## src/rtl/i2cmb_ctrl_pkg.sv

```systemverilog
// Shared register map, CMDR command codes, status bit positions and the
// sequencer state encoding for the i2cmb command sequencer.
package i2cmb_ctrl_pkg;

  localparam logic [1:0] REG_CSR  = 2'd0;
  localparam logic [1:0] REG_DPR  = 2'd1;
  localparam logic [1:0] REG_CMDR = 2'd2;

  localparam logic [2:0] CMD_WRITE    = 3'b001;
  localparam logic [2:0] CMD_READ_ACK = 3'b010;
  localparam logic [2:0] CMD_READ_NAK = 3'b011;
  localparam logic [2:0] CMD_START    = 3'b100;
  localparam logic [2:0] CMD_STOP     = 3'b101;
  localparam logic [2:0] CMD_SET_BUS  = 3'b110;

  localparam logic [7:0] CSR_ENABLE = 8'hC0;

  // CMDR read-back flags
  localparam int CMDR_DON_BIT = 7;
  localparam int CMDR_NAK_BIT = 6;
  localparam int CMDR_AL_BIT  = 5;
  localparam int CMDR_ERR_BIT = 4;

  // status_o = {err, al, nak}
  localparam int STS_ERR_BIT = 2;
  localparam int STS_AL_BIT  = 1;
  localparam int STS_NAK_BIT = 0;

  typedef enum logic [3:0] {
    ST_ENABLE     = 4'd0,
    ST_IDLE       = 4'd1,
    ST_BUS_DPR    = 4'd2,
    ST_CMD_WR     = 4'd3,
    ST_CMD_IRQ    = 4'd4,
    ST_CMD_RD     = 4'd5,
    ST_ADDR_DPR   = 4'd6,
    ST_WDATA_WAIT = 4'd7,
    ST_WDATA_DPR  = 4'd8,
    ST_RD_DPR     = 4'd9,
    ST_DONE       = 4'd10
  } seq_state_e;

  function automatic logic [7:0] cmdr_word(input logic [2:0] cmd);
    return {5'b00000, cmd};
  endfunction

endpackage

```

## src/rtl/i2cmb_wb_access.sv

```systemverilog
// Single Wishbone access engine: launches one read or write on start_i, holds
// the bus stable until ack, then idles for at least one cycle with done_o high.
module i2cmb_wb_access
  import i2cmb_ctrl_pkg::*;
(
  input  logic       clk_i,
  input  logic       rst_i,
  input  logic       start_i,
  input  logic       we_i,
  input  logic [1:0] adr_i,
  input  logic [7:0] wdat_i,
  output logic       busy_o,
  output logic       done_o,
  output logic [7:0] rdat_o,
  output logic       wb_cyc_o,
  output logic       wb_stb_o,
  output logic       wb_we_o,
  output logic [1:0] wb_adr_o,
  output logic [7:0] wb_dat_o,
  input  logic [7:0] wb_dat_i,
  input  logic       wb_ack_i
);

  logic       active_q, active_d;
  logic       done_q, done_d;
  logic       we_q, we_d;
  logic [1:0] adr_q, adr_d;
  logic [7:0] dat_q, dat_d;
  logic [7:0] rdat_q, rdat_d;

  always_comb begin
    active_d = active_q;
    done_d   = 1'b0;
    we_d     = we_q;
    adr_d    = adr_q;
    dat_d    = dat_q;
    rdat_d   = rdat_q;
    if (!active_q) begin
      if (start_i) begin
        active_d = 1'b1;
        we_d     = we_i;
        adr_d    = adr_i;
        dat_d    = wdat_i;
      end
    end else if (wb_ack_i) begin
      // cyc/stb fall here; done_o marks the mandatory idle cycle
      active_d = 1'b0;
      done_d   = 1'b1;
      rdat_d   = wb_dat_i;
    end
  end

  always_ff @(posedge clk_i or negedge rst_i) begin
    if (!rst_i) begin
      active_q <= 1'b0;
      done_q   <= 1'b0;
      we_q     <= 1'b0;
      adr_q    <= 2'd0;
      dat_q    <= 8'h00;
      rdat_q   <= 8'h00;
    end else begin
      active_q <= active_d;
      done_q   <= done_d;
      we_q     <= we_d;
      adr_q    <= adr_d;
      dat_q    <= dat_d;
      rdat_q   <= rdat_d;
    end
  end

  assign busy_o   = active_q;
  assign done_o   = done_q;
  assign rdat_o   = rdat_q;
  assign wb_cyc_o = active_q;
  assign wb_stb_o = active_q;
  assign wb_we_o  = we_q;
  assign wb_adr_o = adr_q;
  assign wb_dat_o = dat_q;

endmodule

```

## src/rtl/i2cmb_cmd_sequencer.sv

```systemverilog
// Turns byte-level I2C read/write requests into the i2cmb register command
// sequence (SET_BUS, START, address, data, STOP) over a Wishbone master port.
module i2cmb_cmd_sequencer
  import i2cmb_ctrl_pkg::*;
#(
  parameter int MAX_LEN     = 16,
  parameter int WAIT_CSR_EN = 1
) (
  input  logic       clk_i,
  input  logic       rst_i,
  input  logic       req_valid_i,
  output logic       req_ready_o,
  input  logic       req_rw_i,
  input  logic [3:0] req_bus_i,
  input  logic [6:0] req_addr_i,
  input  logic [7:0] req_len_i,
  input  logic       wdata_valid_i,
  input  logic [7:0] wdata_i,
  output logic       wdata_ready_o,
  output logic       rdata_valid_o,
  output logic [7:0] rdata_o,
  output logic       done_o,
  output logic [2:0] status_o,
  output logic       wb_cyc_o,
  output logic       wb_stb_o,
  output logic       wb_we_o,
  output logic [1:0] wb_adr_o,
  output logic [7:0] wb_dat_o,
  input  logic [7:0] wb_dat_i,
  input  logic       wb_ack_i,
  input  logic       irq_i
);

  localparam seq_state_e RST_STATE = (WAIT_CSR_EN != 0) ? ST_ENABLE : ST_IDLE;
  localparam logic [7:0] MAX_LEN_B = 8'(MAX_LEN);

  seq_state_e state_q, state_d;
  logic [2:0] cmd_q, cmd_d;
  logic       rw_q, rw_d;
  logic [3:0] bus_q, bus_d;
  logic [6:0] addr_q, addr_d;
  logic [7:0] cnt_q, cnt_d;
  logic       addr_ph_q, addr_ph_d;
  logic [7:0] wbyte_q, wbyte_d;
  logic       bus_valid_q, bus_valid_d;
  logic [3:0] last_bus_q, last_bus_d;
  logic [2:0] sts_q, sts_d;
  logic [2:0] status_q, status_d;

  logic       acc_req, acc_start, acc_we, acc_busy, acc_done;
  logic [1:0] acc_adr;
  logic [7:0] acc_wdat, acc_rdat;

  // Handshakes: req and wdata transfer on a clock edge where valid and ready
  // are both high; wdata_ready_o is only raised for one cycle while waiting
  // for a byte. rdata_valid_o and done_o are single-cycle strobes, no backpressure.
  always_comb begin
    state_d     = state_q;
    cmd_d       = cmd_q;
    rw_d        = rw_q;
    bus_d       = bus_q;
    addr_d      = addr_q;
    cnt_d       = cnt_q;
    addr_ph_d   = addr_ph_q;
    wbyte_d     = wbyte_q;
    bus_valid_d = bus_valid_q;
    last_bus_d  = last_bus_q;
    sts_d       = sts_q;
    status_d    = status_q;
    acc_req     = 1'b0;
    acc_we      = 1'b0;
    acc_adr     = REG_CSR;
    acc_wdat    = 8'h00;
    req_ready_o   = 1'b0;
    wdata_ready_o = 1'b0;
    rdata_valid_o = 1'b0;
    done_o        = 1'b0;

    case (state_q)
      ST_ENABLE: begin
        acc_req  = 1'b1;
        acc_we   = 1'b1;
        acc_adr  = REG_CSR;
        acc_wdat = CSR_ENABLE;
        if (acc_done) state_d = ST_IDLE;
      end
      ST_IDLE: begin
        req_ready_o = 1'b1;
        if (req_valid_i) begin
          rw_d      = req_rw_i;
          bus_d     = req_bus_i;
          addr_d    = req_addr_i;
          cnt_d     = req_len_i;
          addr_ph_d = 1'b0;
          sts_d     = 3'b000;
          if (req_len_i > MAX_LEN_B) begin
            sts_d[STS_ERR_BIT] = 1'b1;
            state_d = ST_DONE;
          end else if (!bus_valid_q || (req_bus_i != last_bus_q)) begin
            state_d = ST_BUS_DPR;
          end else begin
            cmd_d   = CMD_START;
            state_d = ST_CMD_WR;
          end
        end
      end
      ST_BUS_DPR: begin
        acc_req  = 1'b1;
        acc_we   = 1'b1;
        acc_adr  = REG_DPR;
        acc_wdat = {4'h0, bus_q};
        if (acc_done) begin
          cmd_d   = CMD_SET_BUS;
          state_d = ST_CMD_WR;
        end
      end
      ST_CMD_WR: begin
        acc_req  = 1'b1;
        acc_we   = 1'b1;
        acc_adr  = REG_CMDR;
        acc_wdat = cmdr_word(cmd_q);
        if (acc_done) state_d = ST_CMD_IRQ;
      end
      ST_CMD_IRQ: begin
        if (irq_i) state_d = ST_CMD_RD;
      end
      ST_CMD_RD: begin
        acc_req = 1'b1;
        acc_adr = REG_CMDR;
        if (acc_done) begin
          // ERR and AL abandon the transfer with no STOP
          if (acc_rdat[CMDR_ERR_BIT]) begin
            sts_d[STS_ERR_BIT] = 1'b1;
            state_d = ST_DONE;
          end else if (acc_rdat[CMDR_AL_BIT]) begin
            sts_d[STS_AL_BIT] = 1'b1;
            bus_valid_d = 1'b0;
            state_d = ST_DONE;
          end else begin
            case (cmd_q)
              CMD_SET_BUS: begin
                bus_valid_d = 1'b1;
                last_bus_d  = bus_q;
                cmd_d       = CMD_START;
                state_d     = ST_CMD_WR;
              end
              CMD_START: state_d = ST_ADDR_DPR;
              CMD_WRITE: begin
                if (acc_rdat[CMDR_NAK_BIT]) begin
                  sts_d[STS_NAK_BIT] = 1'b1;
                  cmd_d   = CMD_STOP;
                  state_d = ST_CMD_WR;
                end else if (addr_ph_q) begin
                  addr_ph_d = 1'b0;
                  if (cnt_q == 8'd0) begin
                    cmd_d   = CMD_STOP;
                    state_d = ST_CMD_WR;
                  end else if (rw_q) begin
                    cmd_d   = (cnt_q == 8'd1) ? CMD_READ_NAK : CMD_READ_ACK;
                    state_d = ST_CMD_WR;
                  end else begin
                    state_d = ST_WDATA_WAIT;
                  end
                end else begin
                  cnt_d = cnt_q - 8'd1;
                  if (cnt_q == 8'd1) begin
                    cmd_d   = CMD_STOP;
                    state_d = ST_CMD_WR;
                  end else begin
                    state_d = ST_WDATA_WAIT;
                  end
                end
              end
              CMD_READ_ACK, CMD_READ_NAK: state_d = ST_RD_DPR;
              default: state_d = ST_DONE;
            endcase
          end
        end
      end
      ST_ADDR_DPR: begin
        acc_req  = 1'b1;
        acc_we   = 1'b1;
        acc_adr  = REG_DPR;
        acc_wdat = {addr_q, rw_q};
        if (acc_done) begin
          addr_ph_d = 1'b1;
          cmd_d     = CMD_WRITE;
          state_d   = ST_CMD_WR;
        end
      end
      ST_WDATA_WAIT: begin
        wdata_ready_o = wdata_valid_i;
        if (wdata_valid_i) begin
          wbyte_d = wdata_i;
          state_d = ST_WDATA_DPR;
        end
      end
      ST_WDATA_DPR: begin
        acc_req  = 1'b1;
        acc_we   = 1'b1;
        acc_adr  = REG_DPR;
        acc_wdat = wbyte_q;
        if (acc_done) begin
          cmd_d   = CMD_WRITE;
          state_d = ST_CMD_WR;
        end
      end
      ST_RD_DPR: begin
        acc_req = 1'b1;
        acc_adr = REG_DPR;
        if (acc_done) begin
          rdata_valid_o = 1'b1;
          cnt_d = cnt_q - 8'd1;
          if (cnt_q == 8'd1)      cmd_d = CMD_STOP;
          else if (cnt_q == 8'd2) cmd_d = CMD_READ_NAK;
          else                    cmd_d = CMD_READ_ACK;
          state_d = ST_CMD_WR;
        end
      end
      ST_DONE: begin
        done_o  = 1'b1;
        state_d = ST_IDLE;
      end
      default: state_d = RST_STATE;
    endcase

    if (state_d == ST_DONE) status_d = sts_d;
  end

  // The idle cycle after each ack (acc_done) keeps a new start from firing
  assign acc_start = acc_req && !acc_busy && !acc_done;

  always_ff @(posedge clk_i or negedge rst_i) begin
    if (!rst_i) begin
      state_q     <= RST_STATE;
      cmd_q       <= CMD_START;
      rw_q        <= 1'b0;
      bus_q       <= 4'h0;
      addr_q      <= 7'h00;
      cnt_q       <= 8'h00;
      addr_ph_q   <= 1'b0;
      wbyte_q     <= 8'h00;
      bus_valid_q <= 1'b0;
      last_bus_q  <= 4'h0;
      sts_q       <= 3'b000;
      status_q    <= 3'b000;
    end else begin
      state_q     <= state_d;
      cmd_q       <= cmd_d;
      rw_q        <= rw_d;
      bus_q       <= bus_d;
      addr_q      <= addr_d;
      cnt_q       <= cnt_d;
      addr_ph_q   <= addr_ph_d;
      wbyte_q     <= wbyte_d;
      bus_valid_q <= bus_valid_d;
      last_bus_q  <= last_bus_d;
      sts_q       <= sts_d;
      status_q    <= status_d;
    end
  end

  assign status_o = status_q;
  assign rdata_o  = acc_rdat;

  i2cmb_wb_access u_wb_access (
    .clk_i    (clk_i),
    .rst_i    (rst_i),
    .start_i  (acc_start),
    .we_i     (acc_we),
    .adr_i    (acc_adr),
    .wdat_i   (acc_wdat),
    .busy_o   (acc_busy),
    .done_o   (acc_done),
    .rdat_o   (acc_rdat),
    .wb_cyc_o (wb_cyc_o),
    .wb_stb_o (wb_stb_o),
    .wb_we_o  (wb_we_o),
    .wb_adr_o (wb_adr_o),
    .wb_dat_o (wb_dat_o),
    .wb_dat_i (wb_dat_i),
    .wb_ack_i (wb_ack_i)
  );

endmodule
```

## config.mk

```make
export PLATFORM = sky130hd
export DESIGN_NAME = i2cmb_cmd_sequencer
export DESIGN_NICKNAME = d
export VERILOG_FILES = /design/src/rtl/i2cmb_ctrl_pkg.sv /design/src/rtl/i2cmb_wb_access.sv /design/src/rtl/i2cmb_cmd_sequencer.sv
export SDC_FILE = /design/constraint.sdc
export NUM_CORES = 1
export LEC_CHECK = 0
export CAP_MARGIN = 20
export CORE_ASPECT_RATIO = 0.5
export CORE_MARGIN = 3
export CORE_UTILIZATION = 54
export CTS_BUF_LIST = sky130_fd_sc_hd__clkbuf_8
export CTS_CLUSTER_SIZE = 14
export DETAILED_ROUTE_END_ITERATION = 8
export PLACE_DENSITY = 0.85
export REMOVE_ABC_BUFFERS = 1
export SYNTH_ARGS = -nofsm -noshare
export SYNTH_HDL_FRONTEND = slang
export SYNTH_SLANG_ARGS = --single-unit
```

## constraint.sdc

```tcl
create_clock -name clk_i -period 2.95 [get_ports clk_i]
set_input_delay 0.4425 -clock clk_i [delete_from_list [all_inputs] [get_ports clk_i]]
set_output_delay 0.4425 -clock clk_i [all_outputs]
set_load 0.02 [all_outputs]
```

==> impl_metrics.env <==
export IMPL_status="finished clean"
export IMPL_synth_seq_cells=68
export IMPL_die_w_um=120
export IMPL_r2r_start="state_q[3]"
export IMPL_grt_pass1_vias=3096
export IMPL_fp_row_count=20
export IMPL_num_vias=3026
export IMPL_place_inst=492
export IMPL_detail_route_antenna_nets=0
export IMPL_syn_avg_cell_area_sq_um=10.5
export IMPL_clock_sinks=68
export IMPL_viasPerCell=5.96
export IMPL_synth_edf_count=0
export IMPL_synth_warnings=0
export IMPL_fin_area_sq_um=4600
export IMPL_clockRootBuffer="clkbuf_8"
export IMPL_finalHoldViolations=0
export IMPL_first_iter_violations=343
export IMPL_hold_class="in -> async"
export IMPL_diodes=0
export IMPL_drc=0
export IMPL_routed_wl_mm=9.88
export IMPL_core_sq_um=6180
export IMPL_layout_common_cells="clkdlybuf4s50_1 (68), dfrtp_1 (66), mux2_2 (41)"
export IMPL_cts_setup_buffers=0
export IMPL_total_power_mw=4.68
export IMPL_critPathCaptureType="output pin"
export IMPL_insertion_delay_ns=0.35
export IMPL_fin_util=0.744
export IMPL_clk_pin_slew_ns=0.08
export IMPL_dp_slack_ns=0.474
export IMPL_gp_congestion=0.960
export IMPL_maxSlewViolCount=0
export IMPL_setup_viol=0
export IMPL_clockBufferDepth=2
export IMPL_finalNonFillerCells=508
export IMPL_grtUsageTotal=0.286
export IMPL_reg2reg_slack_ns=0.49
export IMPL_dpl_cell_area_sq_um=4360
export IMPL_drive_gt1_frac=0.188
export IMPL_overflow=0
export IMPL_die_y_um=63.1
export IMPL_final_common_cell="clkdlybuf4s50_1"
export IMPL_tightest_slew_ns=0.830
export IMPL_layout_nets=461
export IMPL_post_route_period_util=0.916
export IMPL_antenna_found_initial=0
export IMPL_htree_levels=3
export IMPL_cts_tree="done"
export IMPL_fin_hold_ws_ns=0.0303
export IMPL_ys_seq_area_frac=0.483
export IMPL_slew_headroom=0.432
export IMPL_fmax_ghz=0.370
export IMPL_ir_drop_uv=618
export IMPL_rr_endpoint="status_o[1]"
export IMPL_grt_max_degree=27
export IMPL_async_flop_share=1.00
export IMPL_fin_crit_ns=2.70
export IMPL_routedWlPerCell_um=19.4
export IMPL_synthToLayoutAreaGrowth_pct=30.6
export IMPL_r2r_cells=6
export IMPL_synth_cells=337
export IMPL_drtPass1Iterations=5
export IMPL_die_area_sq_um=7590
export IMPL_grt_pass1_wl_mm=16.8
export IMPL_ctsHoldBuffers=0
export IMPL_io_pins=70
export IMPL_yosys_most_used_dff="dfrtp_1"
export IMPL_p_per_area_nw_per_um2=1020
export IMPL_setup_ws_ns=0.248
export IMPL_nFillCells=442
export IMPL_rsz0062_at_grt="false"
export IMPL_arrival_ns=2.26
export IMPL_power_leakage_nw=1.95
export IMPL_critPathKind="reg -> out"
export IMPL_io_buffer_count=69
export IMPL_cts_buffers=9
export IMPL_cp_start_kind="flop"
export IMPL_yosys_cell_types_count=59
export IMPL_fin_setup_tns_ns=0
export IMPL_skew_ns=0.0112
export IMPL_cp_max_fo=17
export IMPL_start_util=0.570
export IMPL_place_hpwl_mm=7.50
export IMPL_required_ns=2.51
export IMPL_cap_viol_max_count=0
export IMPL_synth_area_sq_um=3520
-- cells in the mapped netlist (3+ instances only) --
cell       instances  area share
a311o_1            3      0.0085
nand2b_1           5      0.0089
or3_1              6       0.011
nor3_1             7      0.0099
a22o_1             5       0.012
o211ai_1           3      0.0064
dfrtp_1           67        0.48
clkbuf_1          11       0.012
a221oi_1           3      0.0075
a31oi_1            3      0.0053
ha_1               4       0.014
xnor2_1            4      0.0099
nor3b_1            4      0.0085
o21ai_0           20       0.028
mux2_2            41        0.13
o22ai_1            3      0.0053
nor2b_1            8       0.014
inv_1             13       0.014
a21oi_1           21       0.030
nor2_1            23       0.025
nand2_1           23       0.025
a22oi_1            5       0.011
o2111ai_1          3      0.0075
nand3_1            7      0.0099
-- where the power goes --
group	leakage [nW]	internal, mW	switching (mW)
combinational	0.972	0.974	1.19
sequential	0.857	1.29	0.306
clock	0.125	0.560	0.364
total	1.95	2.83	1.86
-- logic make-up after synthesis --
group / after synthesis / share of synthesized area
buffers and inverters: 29 / 0.0327
and+or+nand+nor: 95 / 0.139
xor gates and xnor gates: 4 / 0.00995
AOI/OAI and AO/OA: 94 / 0.184
DFF: 68 / 0.483
adders and majority gates: 4 / 0.0142
muxes: 43 / 0.137
-- worst max-delay path: stages (launching register included) --
cell and delay (ns):
dfrtp_2 0.52, nand2b_1 0.19, or3_1 0.42, inv_1 0.16, clkdlybuf4s50_1 0.63
-- flip-flops by register name, summed over array words and instances, names as in the netlist, 2 cells and up --
| signal | cells |
|---|---|
| addr_q | 7 |
| bus_q | 4 |
| cmd_q | 3 |
| cnt_q | 8 |
| last_bus_q | 4 |
| state_q | 4 |
| status_o | 3 |
| sts_q | 3 |
| u_wb_access.rdat_o | 8 |
| u_wb_access.wb_adr_o | 2 |
| u_wb_access.wb_dat_o | 8 |
| wbyte_q | 8 |
-- worst max path at each step --
stage / start / end / slack [ns] / cells after the start
after floorplan: state_q[3] / u_wb_access.wb_adr_o[0] / 0.48 / 4
after global placement: state_q[3] / status_o[1] / 0.53 / 6
after detailed placement: state_q[0] / req_ready_o / 0.47 / 4
after CTS: state_q[0] / req_ready_o / 0.08 / 4
after global routing: state_q[0] / req_ready_o / 0.09 / 4
final: state_q[0] / req_ready_o / 0.25 / 4
-- what timing repair did --
item	in CTS	in global routing
setup endpoints to repair	0	1
gates resized for setup	0	1
endpoints found under the hold margin	0	0
-- area by class of cell --
type                    instances  area, sq um  share of cell area
clock buffers                   9          124              0.0269
clock inverters                 7          116              0.0253
inverters                      13         48.8              0.0106
multi-input cells             240         1700               0.371
flip-flops and latches         68         1700               0.371
well taps                      88          110              0.0239
repair buffers                 83          791               0.172
-- metal layers --
| layer | track usage | wire length [um] | up-vias | share of wire |
|---|---|---|---|---|
| li1 | - | - | 1404 | - |
| met1 | 0.424 | 4710 | 1479 | 0.48 |
| met2 | 0.419 | 4360 | 131 | 0.44 |
| met3 | 0.0664 | 670 | 12 | 0.068 |
| met4 | 0.0890 | 146 | 0 | 0.015 |
| met5 | 0 | 0 | - | 0 |
Note: power is estimated with default switching activity, not from simulation.
==> patch, RTL diff (config.mk and constraints unchanged) <==
`dat_q` and `rdat_q` no longer have a reset.
--- a/src/rtl/i2cmb_wb_access.sv
+++ b/src/rtl/i2cmb_wb_access.sv
@@ -57,6 +57,4 @@
       we_q     <= 1'b0;
       adr_q    <= 2'd0;
-      dat_q    <= 8'h00;
-      rdat_q   <= 8'h00;
     end else begin
       active_q <= active_d;
@@ -64,7 +62,10 @@
       we_q     <= we_d;
       adr_q    <= adr_d;
-      dat_q    <= dat_d;
-      rdat_q   <= rdat_d;
     end
+  end
+
+  always_ff @(posedge clk_i) begin
+    dat_q  <= dat_d;
+    rdat_q <= rdat_d;
   end
 
Behaviour: not the same (Yosys sat finds a counterexample within 4 cycles, from zero or initial values and one cycle with rst_i low).
==> patch against the original RTL <==
  * Cell count down 1.2%
  * Routed wire length up 0.84%
  * Setup slack lost 0.016 ns
  * Area after synthesis up 3.8%
  * Largest power group unchanged
  * Critical endpoint is now rdata_valid_o
  * Critical path type unchanged
  * Total power decreased by 2.7%
  * Non-clock buffer count down 1
  * Design area rose by 1.4%
  * Sequential cell count is the same
  * Clock skew decreased by 0.0024 ns
==> patch: results (changes against the original RTL) <==
- Tmin final: 2.718 ns (+0.01601 ns)
- Post-Route WL: 9961 um (+0.84%)
- Routability cong.: 0.9257 (-3.6%)
- Wire length on met1: 4223 um (-10%)
- Unique masters post-synth: 73 (+24%)
- Slowest stage delay, CP: 0.67 ns (+0.04 ns)
- Routed length on met2: 4746 um (+9.0%)
- Total Nets Final: 455 (-1.3%)
- Worst hold slack: 0.1123 ns (+0.08193 ns)
- Placed Instance Area: 0.004456 mm2 (+2.3%)
- CP endpoint: rdata_valid_o
- Share of cells above drive strength 1: 0.1498 (-0.03834)
- Combinational Power: 2.04 mW (-6%)
- Int Pwr: 2.665 mW (-5.7%)
- Crit path arrival time: 2.28 ns (+0.02 ns)
- GR met2 Demand/Resource: 0.4361 (+0.01680)
- HPWL after DPL: 7489 um (-0.18%)
- LEAKAGE: 1.838 nW (-5.9%)
- Power in sequential cells: 1.71 mW (+7%)
- GRT met3 Usage: 0.07515 (+0.008787)
- Synth top area cells: dfrtp_1, edfxtp_1, mux2_2, mux2_1, o21ai_0
- Fraction of area in multi-input gates: 0.3712 (+0.0005644)
- Reg-to-Reg End: u_wb_access.wb_dat_o[5]$_DFFE_PP_
- R2r setup slk: 0.52 ns (+0.03 ns)
- Layout area overhead: 27.56%
- Outcome: finished clean
- VDD IR max: 0.0005124 V (-17%)
- # placed instances: 486 (-1.2%)
- Sw Ratio: 0.4152 (+0.01889)
- Via count: 3113 (+2.9%)
- Non-clk buf share: 0.1680 (-0.003964)
- Most common library cells after synthesis: dfrtp_1, o21ai_0, a21oi_1, nand2_1, nor2_1
- Critical path origin: state_q[2]$_DFF_PN0_
- DR iter-0 viols: 292 (-15%)
- Slew headroom: 0.5418 (+0.1096)
- Wire per inst: 19.84 um (+2.0%)
- Pre-CTS WS: 0.2667 ns (-0.2070 ns)
- Die X: 122.3 um (+1.8%)
- FILL cells: 447 (+1.1%)
- Met3 wire length: 837 um (+25%)
- Count of multi-input gates: 235 (-2.1%)
- Seq area share: 0.3824 (+0.01184)
- FFs w/ async S/R, synth: 0.7647 (-0.2353)
- Layout buffer count excluding clock buffers: 82 (-1.2%)
- Worst r2r path cells: 5 (-1)
- First-pass GRT wire length: 16100 um (-4.0%)
==> patch: cell types whose count changed after synthesis, moves of 4 or more <==
| cell | before | now |
|---|---|---|
| mux2_2 | 41 | 17 |
| buf_2 | 2 | 8 |
| a22o_1 | 5 | 1 |
| clkbuf_1 | 11 | 6 |
| nor2_1 | 23 | 19 |
| nor3_1 | 7 | 12 |
| dfrtp_1 | 67 | 51 |
| edfxtp_1 | 0 | 16 |
| nand2_1 | 23 | 19 |
| mux2_1 | 0 | 14 |
| a2bb2oi_1 | 0 | 4 |
| or3_1 | 6 | 0 |
| mux2i_1 | 2 | 6 |
==> patch: cells by family (layout without fill, tap and decap cells) <==
family / after synthesis / after routing / share of synthesized area
flops: 68 / 68 / 0.4878
mux: 38 / 38 / 0.1161
fa+ha+maj: 4 / 4 / 0.01369
compound gates: 92 / 92 / 0.1818
simple gates: 96 / 96 / 0.1499
xor+xnor: 5 / 5 / 0.01198
buf+inv: 31 / 111 / 0.03868
